===== config.mk =====
export PLATFORM = sky130hd
export DESIGN_NAME = audio_mixer_n
export DESIGN_NICKNAME = d
export VERILOG_FILES = /design/src/rtl/audio_mixer_n.sv
export SDC_FILE = /design/constraint.sdc
export NUM_CORES = 1
export LEC_CHECK = 0
export ABC_CLOCK_PERIOD_IN_PS = 7950
export BUFFER_PORTS_ARGS = -buffer_cell sky130_fd_sc_hd__buf_2
export CORE_AREA = 2 2 132 70
export CTS_CLUSTER_SIZE = 12
export DETAILED_ROUTE_END_ITERATION = 8
export DIE_AREA = 0 0 134 72
export HOLD_SLACK_MARGIN = 0.06
export PLACE_DENSITY = 0.77
export SKIP_CTS_REPAIR_TIMING = 1
export SLEW_MARGIN = 10
export SYNTH_ARGS = -nofsm -noshare
export SYNTH_HDL_FRONTEND = slang
export SYNTH_SLANG_ARGS = --single-unit

===== constraint.sdc =====
create_clock -name clk -period 7.95 [get_ports clk]
set_clock_uncertainty 0.2 [all_clocks]
set_input_delay 0.795 -clock clk [delete_from_list [all_inputs] [get_ports clk]]
set_output_delay 0.795 -clock clk [all_outputs]
set_load 0.01 [all_outputs]

===== src/rtl/audio_mixer_n.sv =====
// N-channel time-multiplexed audio mixer feeding a first-order sigma-delta DAC; one channel per clock, a frame is NCH+2 cycles.
// The register port is always ready and has no backpressure. A sample reaches mix within 2*(NCH+2) cycles.
module audio_mixer_n #(
  parameter int          NCH        = 4,
  parameter int          W          = 8,
  parameter logic [7:0]  ZXREG_BASE = 8'h40
) (
  input  logic             clk,
  input  logic             reset,
  input  logic [NCH*W-1:0] ch_in,
  input  logic             spk,
  input  logic             ear,
  input  logic             mic,
  input  logic [7:0]       addr,
  input  logic             iow,
  input  logic             ior,
  input  logic [7:0]       din,
  output logic [7:0]       dout,
  output logic             oe_n,
  output logic             audio_out
);

  localparam int MW = W + 1;
  localparam int SW = MW + 4;
  localparam int IW = (NCH > 1) ? $clog2(NCH) : 1;

  typedef enum logic [1:0] {S_CLEAR, S_ACC, S_LATCH} state_t;

  state_t        state_q, state_d;
  logic [IW-1:0] idx_q, idx_d;
  logic [SW-1:0] sum_q, sum_d;
  logic [MW-1:0] mix_q, mix_d;
  logic [MW:0]   acc_q, acc_d;
  logic [3:0]    vol_q [NCH];
  logic [3:0]    vol_d [NCH];
  logic [3:0]    ctrl_q, ctrl_d;

  logic [7:0]    offset;
  logic          hit;
  logic [3:0]    rd_val;
  logic [W-1:0]  ch_sel;
  logic [3:0]    vol_sel;
  logic [W+3:0]  prod;
  logic [W-1:0]  beep;
  logic          unused_bits;

  // Register decode: offsets 0..NCH-1 are volumes, NCH is ctrl; wraparound puts BASE-1 out of range.
  always_comb begin
    offset = addr - ZXREG_BASE;
    hit    = (offset <= 8'(NCH));
    rd_val = ctrl_q;
    for (int i = 0; i < NCH; i++) begin
      if (offset == 8'(i)) rd_val = vol_q[i];
    end
    oe_n = 1'b1;
    dout = 8'h00;
    if (ior && hit) begin
      oe_n = 1'b0;
      dout = {4'b0000, rd_val};
    end
  end

  always_comb begin
    ch_sel  = '0;
    vol_sel = '0;
    for (int i = 0; i < NCH; i++) begin
      if (idx_q == IW'(i)) begin
        ch_sel  = ch_in[i*W +: W];
        vol_sel = vol_q[i];
      end
    end
    prod = {4'b0000, ch_sel} * {{W{1'b0}}, vol_sel};
    // Beeper weights land on distinct bits, so OR-ing them equals their sum.
    beep = '0;
    if (spk && ctrl_q[1]) beep[W-1] = 1'b1;
    if (ear && ctrl_q[2]) beep[W-3] = 1'b1;
    if (mic && ctrl_q[3]) beep[W-4] = 1'b1;
  end

  assign unused_bits = ^{din[7:4], prod[3:0]};

  always_comb begin
    state_d = state_q;
    idx_d   = idx_q;
    sum_d   = sum_q;
    mix_d   = mix_q;
    ctrl_d  = ctrl_q;
    for (int i = 0; i < NCH; i++) begin
      vol_d[i] = vol_q[i];
      if (iow && offset == 8'(i)) vol_d[i] = din[3:0];
    end
    if (iow && offset == 8'(NCH)) ctrl_d = din[3:0];

    unique case (state_q)
      S_CLEAR: begin
        sum_d   = {{(SW-W){1'b0}}, beep};
        idx_d   = '0;
        state_d = S_ACC;
      end
      S_ACC: begin
        sum_d = sum_q + {{(SW-W){1'b0}}, prod[W+3:4]};
        idx_d = idx_q + 1'b1;
        if (idx_q == IW'(NCH-1)) state_d = S_LATCH;
      end
      S_LATCH: begin
        if (ctrl_q[0])                         mix_d = '0;
        else if (sum_q > SW'((1 << MW) - 1))   mix_d = '1;
        else                                   mix_d = sum_q[MW-1:0];
        state_d = S_CLEAR;
      end
      default: state_d = S_CLEAR;
    endcase

    acc_d = {1'b0, acc_q[MW-1:0]} + {1'b0, mix_q};
  end

  always_ff @(posedge clk or posedge reset) begin
    if (reset) begin
      state_q <= S_CLEAR;
      idx_q   <= '0;
      sum_q   <= '0;
      mix_q   <= '0;
      acc_q   <= '0;
      ctrl_q  <= 4'hE;
      for (int i = 0; i < NCH; i++) vol_q[i] <= 4'hF;
    end else begin
      state_q <= state_d;
      idx_q   <= idx_d;
      sum_q   <= sum_d;
      mix_q   <= mix_d;
      acc_q   <= acc_d;
      ctrl_q  <= ctrl_d;
      for (int i = 0; i < NCH; i++) vol_q[i] <= vol_d[i];
    end
  end

  assign audio_out = acc_q[MW];

endmodule


Word-level counts from Yosys, hierarchy flattened --
Cells that the tools add are included.
Operators by class: add/subtract/negate cells 4, multiply operators 1, divide/modulo/power cells 0, magnitude comparators 2, equality and inequality tests 10, shifts and indexed selects 0, mux-type cells 23, bitwise operators 0, reductions and logical operators 13
Operators by type and width (number):
- $mux 4 | 9
- $mux 8 | 4
- $pmux 13 s2 | 1
- $mux 9 | 2
- $eq 8x2->1 const B | 2
- $add 13x8->13 | 1
- $gt 13x9->1 const B | 1
- $mul 8x4->12 | 1
- $add 9x9->10 | 1
- $logic_and 1x1->1 | 9
- $eq 8x1->1 const B | 1
- $eq 8x3->1 const B | 1
- $le 8x3->1 const B | 1
- $logic_not 8->1 | 1
- $pmux 2 s2 | 2
- $sub 8x7->8 const B | 1
- $eq 2x2->1 const B | 3
- $eq 2x1->1 const B | 2
- $logic_not 2->1 | 2
- $mux 1 | 4
- $add 2x1->2 const B | 1
- $mux 2 | 1
- $ne 2x2->1 const B | 1
- $reduce_bool 2->1 | 1
Word-level totals: register bits after elaboration 56, latch bits 0, RAM bits 0, ROM bits 0, input port bits 55, output and inout port bits 10, word-level logic and storage cells 63, memories 0

Logic depth before layout (Yosys ltp) --
Gate-level depths: netlist of the first run.
word-level depth 8, gate-level depth with buffers 27, gate-level depth less buffers 26

Least setup slack after synthesis of the first run --
OpenSTA, ideal clock, no wires.
path kind register to register, start point register idx_q[0], end point register sum_q[8], setup time 0.121 ns, arrival time 5.468 ns, data required time 7.629 ns, setup slack 2.161 ns, stages on the path, launching flop included 25, buffers on the path 1, clock period less this slack 5.789 ns, cell sequence dfrtp_1 -> inv_1 -> ha_1 -> nor2b_1 -> clkbuf_1 -> a221oi_1 -> nor3_1 -> a21oi_1 -> nor2_1 -> fa_1 -> inv_1 -> fa_1 -> inv_1 -> ha_1 -> a21o_1 -> a21o_1 -> a21o_1 -> or3_1 -> o221ai_1 -> xnor2_1 -> ha_1 -> or3_1 -> o21ai_0 -> mux2_2 -> a22o_1
On the way: longest elaborated chain between the ends 8, elaborated cells between the ends (all ways) 15, classes of those cells add/sub: 1; mul: 1; eq/ne: 3; mux: 9; reduce/logical: 1
Ends and longest elaborated chain:
- start, declared | line 30 | logic [IW-1:0] idx_q, idx_d;
- start signal, assigned | line 128 | idx_q <= idx_d;
- $logic_not 2->1 | line 67 | if (idx_q == IW'(i)) begin
- $mux 8 / $mux 4 (equally long branches) (4 in series) | line 67
- $mul 8x4->12 * | line 72 | prod = {4'b0000, ch_sel} * {{W{1'b0}}, vol_sel};
- $add 13x8->13 * | line 101 | sum_d = sum_q + {{(SW-W){1'b0}}, prod[W+3:4]};
- $pmux 13 s2 * | line 94 | unique case (state_q)
- end signal, assigned | line 129 | sum_q <= sum_d;
- end, declared | line 31 | logic [SW-1:0] sum_q, sum_d;
Mark *: on every way between the ends. The rest lies on a longest branch, timed or not. A chain may end at the register's enable or synchronous reset.

Worst setup path after layout of the first run --
start point register idx_q[1], end point register sum_q[8]
The elaborated chain is that of the path after synthesis.

==> impl_results.md, run 1 <==
* CP required at 7940 ps
* Post-synth top area share at 20.5%
* RSZ-0062 raised after global routing: false
* Antenna diodes at 0
* Status: completed
* Layout Nets at 651
* Reg2reg path depth at 24
* Pwr dens at 171 mW/mm^2
* Die area at 0.00965 sq mm
* Fmax at 0.138 GHz
* Avg WL per Cell at 16.4 um
* Largest cells by area after synthesis: dfrtp_1 21%, dfstp_2 11%, ha_1 10%, fa_1 5.8%, mux2_2 5.2%
* Root Driver: clkbuf_16
* Global Route Usage Sum at 23.9%
* Final setup viols at 0
* Bufs on Longest Clock Path at 2
* Setup ws final at 696 ps
* #FFs+latches synth at 56
* Post-synth EDFFs at 0
* IO Count at 65
* CTS tree: done
* Largest net degree at the start of global routing at 57
* MaxCap Viol Count at 0
* Final Cycle Share at 91.2%
* Rel. slew slack at 34.2%
* Hold Startpoint: acc_q[0]
* Yosys warnings at 0
* Total Wirelength at 10900 um
* Worst vdd ir at 0.113 mV
* Worst-Skew Late Latency at 300 ps
* Avg Cell Area, Syn at 9.01 sq um
* Antenna-violating nets left at 0
* Leakage at 2.39 nW
* Hold path cells at 1
* CTS buffer count at 5
* CP endpoint kind: flop
* Worst setup startpoint: idx_q[1]
* Critical path buffers and inverters at 3
* Routed vias at 3906
* Post-DR vias/cell at 5.87
* Crit path max fanout at 20
* Minimum clock period at 7250 ps
* Worst R2R End: sum_q[8]
* Crit path DAT at 7240 ps
* Synth async-reset ratio at 100%
* Reg2Reg Setup Slack at 700 ps
* 1st-pass router iterations at 5
* Gr ovfl total at 0
* Slowest cell on crit path: ha_1
* Final hold viol count at 0
* Place WS at 891 ps
* Drt initial violations at 308
* Ratio of cells with drive above 1 in the final layout at 21.5%
* CP Class: reg2reg
* Netlist cell types at 63
* Worst Tran Pin Value at 987 ps
* Number of global-route vias before repair at 3760
* FP Rows at 24
* Sequential area share after synthesis at 31.6%
* Core Area at 0.00844 sq mm
* Placer Congestion at 0.939
* Slew Viols, Final at 0
* Slowest stage delay, CP at 600 ps
* Post-DP HPWL at 8370 um
* CTS Sinks at 56
* Mapped cell area at 0.00451 sq mm
* Crit Reg-Reg Startpoint: idx_q[1]
* Layout area overhead at 11.0%
* CTS H-Tree Depth at 2
* Post-synth top flop: dfrtp_1
* Die W at 134 um
* First-pass GRT wire length at 18300 um
* Fill cell count at 714
* Die Ht at 72 um
* Top delay family on crit path: compound AO/OA/AOI/OAI gates
* Mapped Cells at 501
* Hold crit path type: reg2reg
* Initial antenna violation count at 0
* CTS clk-pin slew, worst paths at 70 ps
* Hold path endpoint: acc_q[0]
* Initial Util at 53.5%
* Critical path launch point type: flop
* Most area-hungry cell type in the Yosys netlist: dfrtp_1
* TNS Setup at 0 ps
* IO Port Bufs at 56
* Crit path cell chain: inv_1, ha_1, nor2b_1, a221oi_1, nor3_1, a21oi_1, nor2_1, fa_1, inv_1, fa_1, inv_1, ha_1, o21ai_0, a211o_1, a21o_1, o211ai_1, xor2_1, ha_1, nor2b_1, o21ai_0, a21oi_1, o21ai_0, mux2_2, a22o_1
* DRC at 0
==> synthesized netlist by cell type (3+ instances only) <==
library cell / count
or3_1: 5
o31ai_1: 10
nor3_1: 9
or2_2: 5
inv_1: 38
nand2_1: 40
a221oi_1: 6
nand3b_1: 3
clkbuf_1: 14
o211ai_1: 3
nor2_1: 51
a21boi_0: 4
o21ai_0: 29
ha_1: 36
mux2_2: 21
nand2b_1: 8
dfstp_2: 19
xor2_1: 7
a22o_1: 6
buf_4: 4
a211oi_1: 3
dfrtp_1: 37
a21o_1: 9
fa_1: 13
a21oi_1: 33
nand3_1: 13
nand4_1: 3
nor2b_1: 16
xnor2_1: 12
==> power by group <==
group          switching (mW)  internal, mW
logic                   0.136         0.122
registers              0.0245         0.337
clock network           0.100         0.135
total                   0.261         0.594
==> routing by layer <==
metal  global-route usage (%)  vias up  part of all wire, %
li1                         -     1853                    -
met3                     5.31        8                  8.5
met2                     35.4      170                   42
met1                     36.2     1875                   49
met4                     4.02        0                 0.56
met5                        0        -                    0
==> sequential cells by signal (all words and copies together), names as in the netlist <==
register,count
acc_q,10
ctrl_q,4
sum_q,13
vol_q,16
state_q,2
idx_q,2
mix_q,9
==> stage by stage <==
| stage | instances | instance area, sq um | util (%) | hold slack (ps) | power [mW] |
|---|---|---|---|---|---|
| finish | 665 | 5010 | 59.4 | 273 | 0.855 |
| global route | 665 | 5010 | 59.4 | 317 | 0.924 |
| CTS | 665 | 5010 | 59.4 | 276 | 0.857 |
| detailed placement | 657 | 4850 | 57.5 | 261 | 0.621 |
| global placement | 657 | 4850 | 57.5 | 252 | 0.605 |
| floorplan | 504 | 4530 | - | 243 | 0.555 |
==> layout make-up <==
| class | instances | area [sq um] | area share, % |
|---|---|---|---|
| repair buffers | 58 | 295 | 5.89 |
| well taps | 117 | 146 | 2.92 |
| flip-flops and latches | 56 | 1430 | 28.4 |
| inverters | 38 | 143 | 2.85 |
| multi-input cells | 388 | 2840 | 56.8 |
| clock buffers | 8 | 156 | 3.12 |
==> cell usage in the layout, fill, tap and decap left out, types with 16 or more instances in the layout <==
cell      n
buf_2    56
nor2_1   51
nand2_1  40
inv_1    37
dfrtp_1  37
ha_1     36
a21oi_1  33
o21ai_0  29
mux2_2   21
dfstp_2  19
nor2b_1  16
==> worst max path at each step <==
stage	to	slack, ps	cells after the start
global route	sum_q[8]	430	24
global placement	sum_q[8]	1180	24
finish	sum_q[8]	700	24
CTS	sum_q[8]	870	24
floorplan	sum_q[8]	2160	24
detailed placement	sum_q[8]	890	24
==> cells by family (layout without fill, tap and decap cells) <==
logic type / Yosys count / after routing / synth area share [%]
AOI/OAI and AO/OA: 123 / 123 / 18.3
xor gates and xnor gates: 19 / 19 / 3.69
adders and majority gates: 49 / 49 / 15.7
buffers and inverters: 60 / 104 / 5.68
DFF: 56 / 56 / 31.6
muxes: 23 / 23 / 5.68
other: 1 / 4 / 0.0831
and+or+nand+nor: 170 / 170 / 19.3
Note: power is estimated with default switching activity, not from simulation.
==> run 2: changes to the inputs <==
--- a/config.mk
+++ b/config.mk
@@ -7,12 +7,12 @@
 export LEC_CHECK = 0
 export ABC_CLOCK_PERIOD_IN_PS = 7950
 export BUFFER_PORTS_ARGS = -buffer_cell sky130_fd_sc_hd__buf_2
-export CORE_AREA = 2 2 132 70
+export CORE_AREA = 2 2 164 86
 export CTS_CLUSTER_SIZE = 12
 export DETAILED_ROUTE_END_ITERATION = 8
-export DIE_AREA = 0 0 134 72
+export DIE_AREA = 0 0 166 88
 export HOLD_SLACK_MARGIN = 0.06
-export PLACE_DENSITY = 0.77
+export PLACE_DENSITY = 0.55
 export SKIP_CTS_REPAIR_TIMING = 1
 export SLEW_MARGIN = 10
 export SYNTH_ARGS = -nofsm -noshare
==> run 2 against run 1 <==
Cell count grew 9.0%. First-iteration DRC count decreased by 12%. Combinational power decreased by 3%. Register-to-register slack improved by 270 ps. Hold slack got worse by 1.5 ps. Via count is 3.3% lower. Critical path depth is the same. Design area rose by 1.5%. Clock power shrank 3%.
==> impl_results.md, run 2 (synthesis gave the netlist of run 1 again) <==
* Status: completed
* Grt peak-use layer: met1
* Die W at 166 um (+24%)
* Antenna diodes at 0 (unchanged)
* Crit Reg-Reg Startpoint: idx_q[1]
* Top delay family on crit path: compound AO/OA/AOI/OAI gates
* IO Count at 65 (unchanged)
* Hold Startpoint: acc_q[0]
* Crit path cell chain: inv_1, ha_1, nor2b_1, a221oi_1, nor3_1, a21oi_1, nor2_1, fa_1, inv_1, fa_1, inv_1, ha_1, o21ai_0, a211o_1, a21o_1, o211ai_1, a21oi_1, xnor2_1, ha_1, a21o_1, a2111o_1, a31oi_1, nor2b_1, mux2i_1
* Largest net degree at the start of global routing at 57 (unchanged)
* Commonest non-fill, non-tap cells in the layout: 56 x buf_2, 51 x nor2_1, 40 x nand2_1
* Clk network pwr share at 27.1% (-0.4 points)
* Crit path max fanout at 20 (unchanged)
* Die Ht at 88 um (+22%)
* Register share of total power at 43.0% (+0.7 points)
* Leading cell type in the layout, fill and taps excluded: buf_2
* CTS buffer count at 5 (unchanged)
* Ratio of cells with drive above 1 in the final layout at 21.9% (+0.33 points)
* Reg2reg path depth at 24 (unchanged)
* Layout Nets at 652 (+0.15%)
* TNS Setup at 0 ps (unchanged)
* Met1 Resource Use GR at 25.4% (-11 points)
* FP Rows at 30 (+25%)
* Fin Hold WS at 271 ps (-1.48 ps)
* Total Wirelength at 11100 um (+1.8%)
* Area after DPL at 0.00493 sq mm (+1.7%)
* Hold crit path type: reg2reg
* Placer Congestion at 0.846 (-9.9%)
* Slew Viols, Final at 0 (unchanged)
* Worst vdd ir at 0.0997 mV (-12%)
* Global Route Usage Sum at 16.1% (-7.7 points)
* Switching share of power at 31.5% (+0.98 points)
* Gr ovfl total at 0 (unchanged)
* Setup ws final at 965 ps (+270 ps)
* Bufs on Longest Clock Path at 2 (unchanged)
* Worst setup startpoint: idx_q[1]
* Die area at 0.0146 sq mm (+51%)
* Crit. path cell count at 24 (unchanged)
* CTS Sinks at 56 (unchanged)
* Avg WL per Cell at 15.3 um (-6.7%)
* Leakage at 2.38 nW (-0.24%)
* Drt initial violations at 272 (-12%)
* CP required at 7930 ps (about the same)
* Worst-Skew Late Latency at 300 ps (about the same)
* Gate power share at 29.9% (-0.3 points)
* Layout area overhead at 12.6%
* Post-Layout Inst Area at 0.00508 sq mm (+1.5%)
* Critical path buffers and inverters at 3 (unchanged)
* Antenna-violating nets left at 0 (unchanged)
* Final setup viols at 0 (unchanged)
* M2 GR Usage at 22.7% (-13 points)
* Place WS at 1100 ps (+208 ps)
* Fill cell count at 1313 (+84%)
* First-pass GRT wire length at 18900 um (+3.4%)
* CP endpoint kind: flop
* Initial Util at 34.3% (-19 points)
* Initial antenna violation count at 0 (unchanged)
* Fmax at 0.143 GHz (+3.9%)
* Biggest regs: vol_q: 16 flops, sum_q: 13 flops, acc_q: 10 flops
* Minimum clock period at 6980 ps (-270 ps)
* Number of global-route vias before repair at 3729 (-0.82%)
* Largest register FFs at 16 (unchanged)
* Slowest cell on crit path: ha_1
* Worst Tran Pin Value at 786 ps (-200 ps)
* Routed vias at 3779 (-3.3%)
* Cell Int Power at 0.576 mW (-3.0%)
* CTS H-Tree Depth at 2 (unchanged)
* Top reg by flops: vol_q
* Total power at 0.841 mW (-1.6%)
* CP Class: reg2reg
* Slowest stage delay, CP at 560 ps (-40 ps)
* Crit path DAT at 6970 ps (-270 ps)
* Pwr dens at 165 mW/mm^2 (-3.1%)
* IO Port Bufs at 56 (unchanged)
* Hold path cells at 1 (unchanged)
* DRC at 0 (unchanged)
* CTS tree: done
* Core Area at 0.0132 sq mm (+56%)
* Root Driver: clkbuf_16
* Psw at 0.265 mW (+1.5%)
* Critical path launch point type: flop
* Final hold viol count at 0 (unchanged)
* RSZ-0062 raised after global routing: false
* Rel. slew slack at 47.6% (+13 points)
* Post-DR vias/cell at 5.21 (-11%)
* Post-DP HPWL at 8930 um (+6.7%)
* Final Cycle Share at 87.9% (-3.4 points)
* Met3 Use GR at 3.62% (-1.7 points)
* MaxCap Viol Count at 0 (unchanged)
* CTS clk-pin slew, worst paths at 80 ps (about the same)
* 1st-pass router iterations at 4 (-1)
run 2: cell types whose count changed in the layout (fill, tap and decap cells not counted):
cell,before,now
clkinvlp_4,0,2
clkinv_4,0,1
clkbuf_1,1,0
buf_4,2,3
clkbuf_8,2,0
run 2: worst register-to-register path: cells and delay by family, from the launching register on:
kind	cells	cell delay, ps
compound gates	10	2750
flops	1	420
mux	1	130
xor+xnor	1	280
simple gates	4	650
buf+inv	3	180
fa+ha+maj	5	2260
run 2: metal layers:
metal / vias up / wire length [um]
li1: 1857 / -
met1: 1805 / 6170
met2: 112 / 4150
met3: 5 / 740
met4: 0 / 36
met5: - / 0
run 2: path summary, 6_finish.rpt:
path | endpoint | slack [ps]
max in group asynchronous | acc_q[7] | 6590
max | sum_q[11] | 970
min reg2reg | acc_q[0] | 270
max reg2reg | sum_q[11] | 970
min | acc_q[0] | 270
min in group asynchronous | mix_q[1] | 500
run 2: metrics by stage:
| step | std cells | utilization (%) |
|---|---|---|
| 2_1_floorplan | 504 | - |
| 3_3_place_gp | 717 | 37.5 |
| 3_5_place_dp | 717 | 37.5 |
| 4_1_cts | 725 | 38.6 |
| 5_1_grt | 725 | 38.6 |
| 6_report | 725 | 38.6 |
run 2: cell type report:
type | count | area (sq um) | share of cell area (%)
Clock inverter | 3 | 23.8 | 0.468
Inverter | 38 | 143 | 2.81
Clock buffer | 5 | 125 | 2.46
Timing Repair Buffer | 59 | 303 | 5.96
Tap cell | 176 | 220 | 4.33
Sequential cell | 56 | 1430 | 28.0
Multi-Input combinational cell | 388 | 2840 | 55.9
run 2: power by group through the flow:
stage / Clock (mW) / Combinational (mW) / Sequential (mW)
after floorplan: 0 / 0.197 / 0.358
after global placement: 0 / 0.245 / 0.365
after detailed placement: 0 / 0.249 / 0.368
after CTS: 0.232 / 0.254 / 0.363
after global routing: 0.245 / 0.292 / 0.367
final: 0.228 / 0.251 / 0.362
==> run 3: changes to the inputs <==
--- a/config.mk
+++ b/config.mk
@@ -12,7 +12,7 @@
 export DETAILED_ROUTE_END_ITERATION = 8
 export DIE_AREA = 0 0 166 88
 export HOLD_SLACK_MARGIN = 0.06
-export PLACE_DENSITY = 0.55
+export PLACE_DENSITY_LB_ADDON = 0.08
 export SKIP_CTS_REPAIR_TIMING = 1
 export SLEW_MARGIN = 10
 export SYNTH_ARGS = -nofsm -noshare
==> run 3 against run 2 <==
Sequential power about the same. First-iteration DRC count shrank 27%. Critical path depth down 1. Sequential cell count unchanged. Critical endpoint is now sum_q[9]. Largest cell class unchanged. Worst setup slack gained 30 ps. Clock power increased by 9.6%. Via count decreased by 0.93%. Fmax increased by 0.44%. Cell count rose by 0.14%.
==> impl_results.md, run 3 (synthesis gave the netlist of run 1 again) <==
* Layout area overhead at 13.1%
* Largest net degree at the start of global routing at 57 (unchanged)
* CTS buffer count at 5 (unchanged)
* Leading cell type in the layout, fill and taps excluded: buf_2
* Routed vias at 3744 (-0.93%)
* Die Ht at 88 um (unchanged)
* Hold crit path type: reg2reg
* Dpl cells at 718 (+0.14%)
* Critical path launch point type: flop
* Leakage at 2.40 nW (+0.80%)
* Layout Nets at 653 (+0.15%)
* Area of the multi-input gates at 0.00284 sq mm (unchanged)
* Minimum clock period at 6950 ps (-30.4 ps)
* Final hold viol count at 0 (unchanged)
* CTS clk-pin slew, worst paths at 70 ps (about the same)
* Biggest regs: vol_q: 16 flops, sum_q: 13 flops, acc_q: 10 flops
* Final Non-Filler Cells at 726 (+0.14%)
* Commonest non-fill, non-tap cells in the layout: 56 x buf_2, 51 x nor2_1, 40 x nand2_1
* First-pass GRT wire length at 18900 um (-0.40%)
* Post-Layout Inst Area at 0.00511 sq mm (+0.44%)
* CP Class: reg2reg
* Area after DPL at 0.00494 sq mm (+0.15%)
* Post-DP HPWL at 9180 um (+2.7%)
* IO Port Bufs at 56 (unchanged)
* Ratio of cells with drive above 1 in the final layout at 21.8% (-0.040 points)
* Crit path DAT at 6920 ps (-50 ps)
* RSZ-0062 raised after global routing: false
* Worst vdd ir at 0.0771 mV (-23%)
* Pwr dens at 169 mW/mm^2 (+2.1%)
* Die area at 0.0146 sq mm (unchanged)
* 1st-pass router iterations at 4 (unchanged)
* Slew Viols, Final at 0 (unchanged)
* Fmax at 0.144 GHz (+0.44%)
* CP endpoint kind: flop
* Setup ws final at 996 ps (+30.4 ps)
* Root Driver: clkbuf_16
* Core Area at 0.0132 sq mm (unchanged)
* MaxCap Viol Count at 0 (unchanged)
* Gr ovfl total at 0 (unchanged)
* Top reg by flops: vol_q
* TNS Setup at 0 ps (unchanged)
* FF+latch area at 0.00143 sq mm (unchanged)
* FP Rows at 30 (unchanged)
* Largest register FFs at 16 (unchanged)
* Antenna-violating nets left at 0 (unchanged)
* Drt initial violations at 198 (-27%)
* Final setup viols at 0 (unchanged)
* CTS tree: done
* CTS Sinks at 56 (unchanged)
* Die W at 166 um (unchanged)
* Final Util at 38.8% (+0.17 points)
* Place WS at 1110 ps (+13.6 ps)
* Total Wirelength at 11600 um (+4.6%)
* Placer Congestion at 0.821 (-3.0%)
* CP required at 7910 ps (-20 ps)
* Fin Hold WS at 271 ps (+0.0100 ps)
* Antenna diodes at 0 (unchanged)
* Avg WL per Cell at 16.0 um (+4.4%)
* Crit path max fanout at 9 (-55%)
* DRC at 0 (unchanged)
* Total power at 0.863 mW (+2.6%)
* Rel. slew slack at 33.4% (-14 points)
* Initial Util at 34.3% (unchanged)
* Global Route Usage Sum at 16.4% (+0.21 points)
* IO Count at 65 (unchanged)
* Initial antenna violation count at 0 (unchanged)
* Number of global-route vias before repair at 3543 (-5.0%)
* Final Cycle Share at 87.5% (-0.38 points)
* Worst-Skew Late Latency at 290 ps (about the same)
* Status: completed
* Worst Tran Pin Value at 999 ps (+212 ps)
* Post-DR vias/cell at 5.16 (-1.1%)
* Bufs on Longest Clock Path at 2 (unchanged)
* Fill cell count at 1345 (+2.4%)
* CTS H-Tree Depth at 2 (unchanged)
-- run 3: final timing paths --
check | start | cells past startpoint | endpoint | slack (ps)
setup reg to reg | idx_q[0] | 23 | sum_q[9] | 1000
hold / removal | acc_q[0] | 1 | acc_q[0] | 270
min in group asynchronous | reset | 3 | acc_q[1] | 480
setup / recovery | idx_q[0] | 23 | sum_q[9] | 1000
max in group asynchronous | reset | 3 | sum_q[10] | 6550
hold reg to reg | acc_q[0] | 1 | acc_q[0] | 270
-- run 3: layout make-up --
| type | instances | share of cell area (%) |
|---|---|---|
| multi-input combinational | 388 | 55.7 |
| sequential | 56 | 27.9 |
| timing repair buffer | 60 | 6.08 |
| tap | 176 | 4.31 |
| inverter | 38 | 2.79 |
| clock buffer | 6 | 2.52 |
| clock inverter | 2 | 0.686 |
-- run 3: layer usage --
layer	up-vias	wire (um)	global-route usage [%]
met1	1812	6840	27.0
li1	1862	-	-
met5	-	0	0
met4	0	68	3.00
met2	63	4310	21.5
met3	7	381	2.76
-- run 3: report_power, final --
part | internal, mW | switching (mW) | leakage (nW) | total (mW)
clock | 0.149 | 0.101 | 0.0808 | 0.250
sequential | 0.337 | 0.0237 | 0.681 | 0.361
combinational | 0.121 | 0.130 | 1.64 | 0.252
total | 0.607 | 0.256 | 2.40 | 0.863
-- run 3: critical path, cell delays in order (launching register included) --
cell and delay (ps):
dfrtp_1 430, inv_1 100, ha_1 350, nor2b_1 680, a221oi_1 180, nor3_1 260
a21oi_1 160, or2_2 380, fa_1 420, fa_1 520, inv_1 40, ha_1 320
o21ai_0 180, a211o_1 270, a21o_1 200, o211ai_1 340, a21oi_1 140, xnor2_1 220
ha_1 300, a21o_1 200, a2111o_1 360, a31oi_1 330, or4_1 170, nand3_1 90
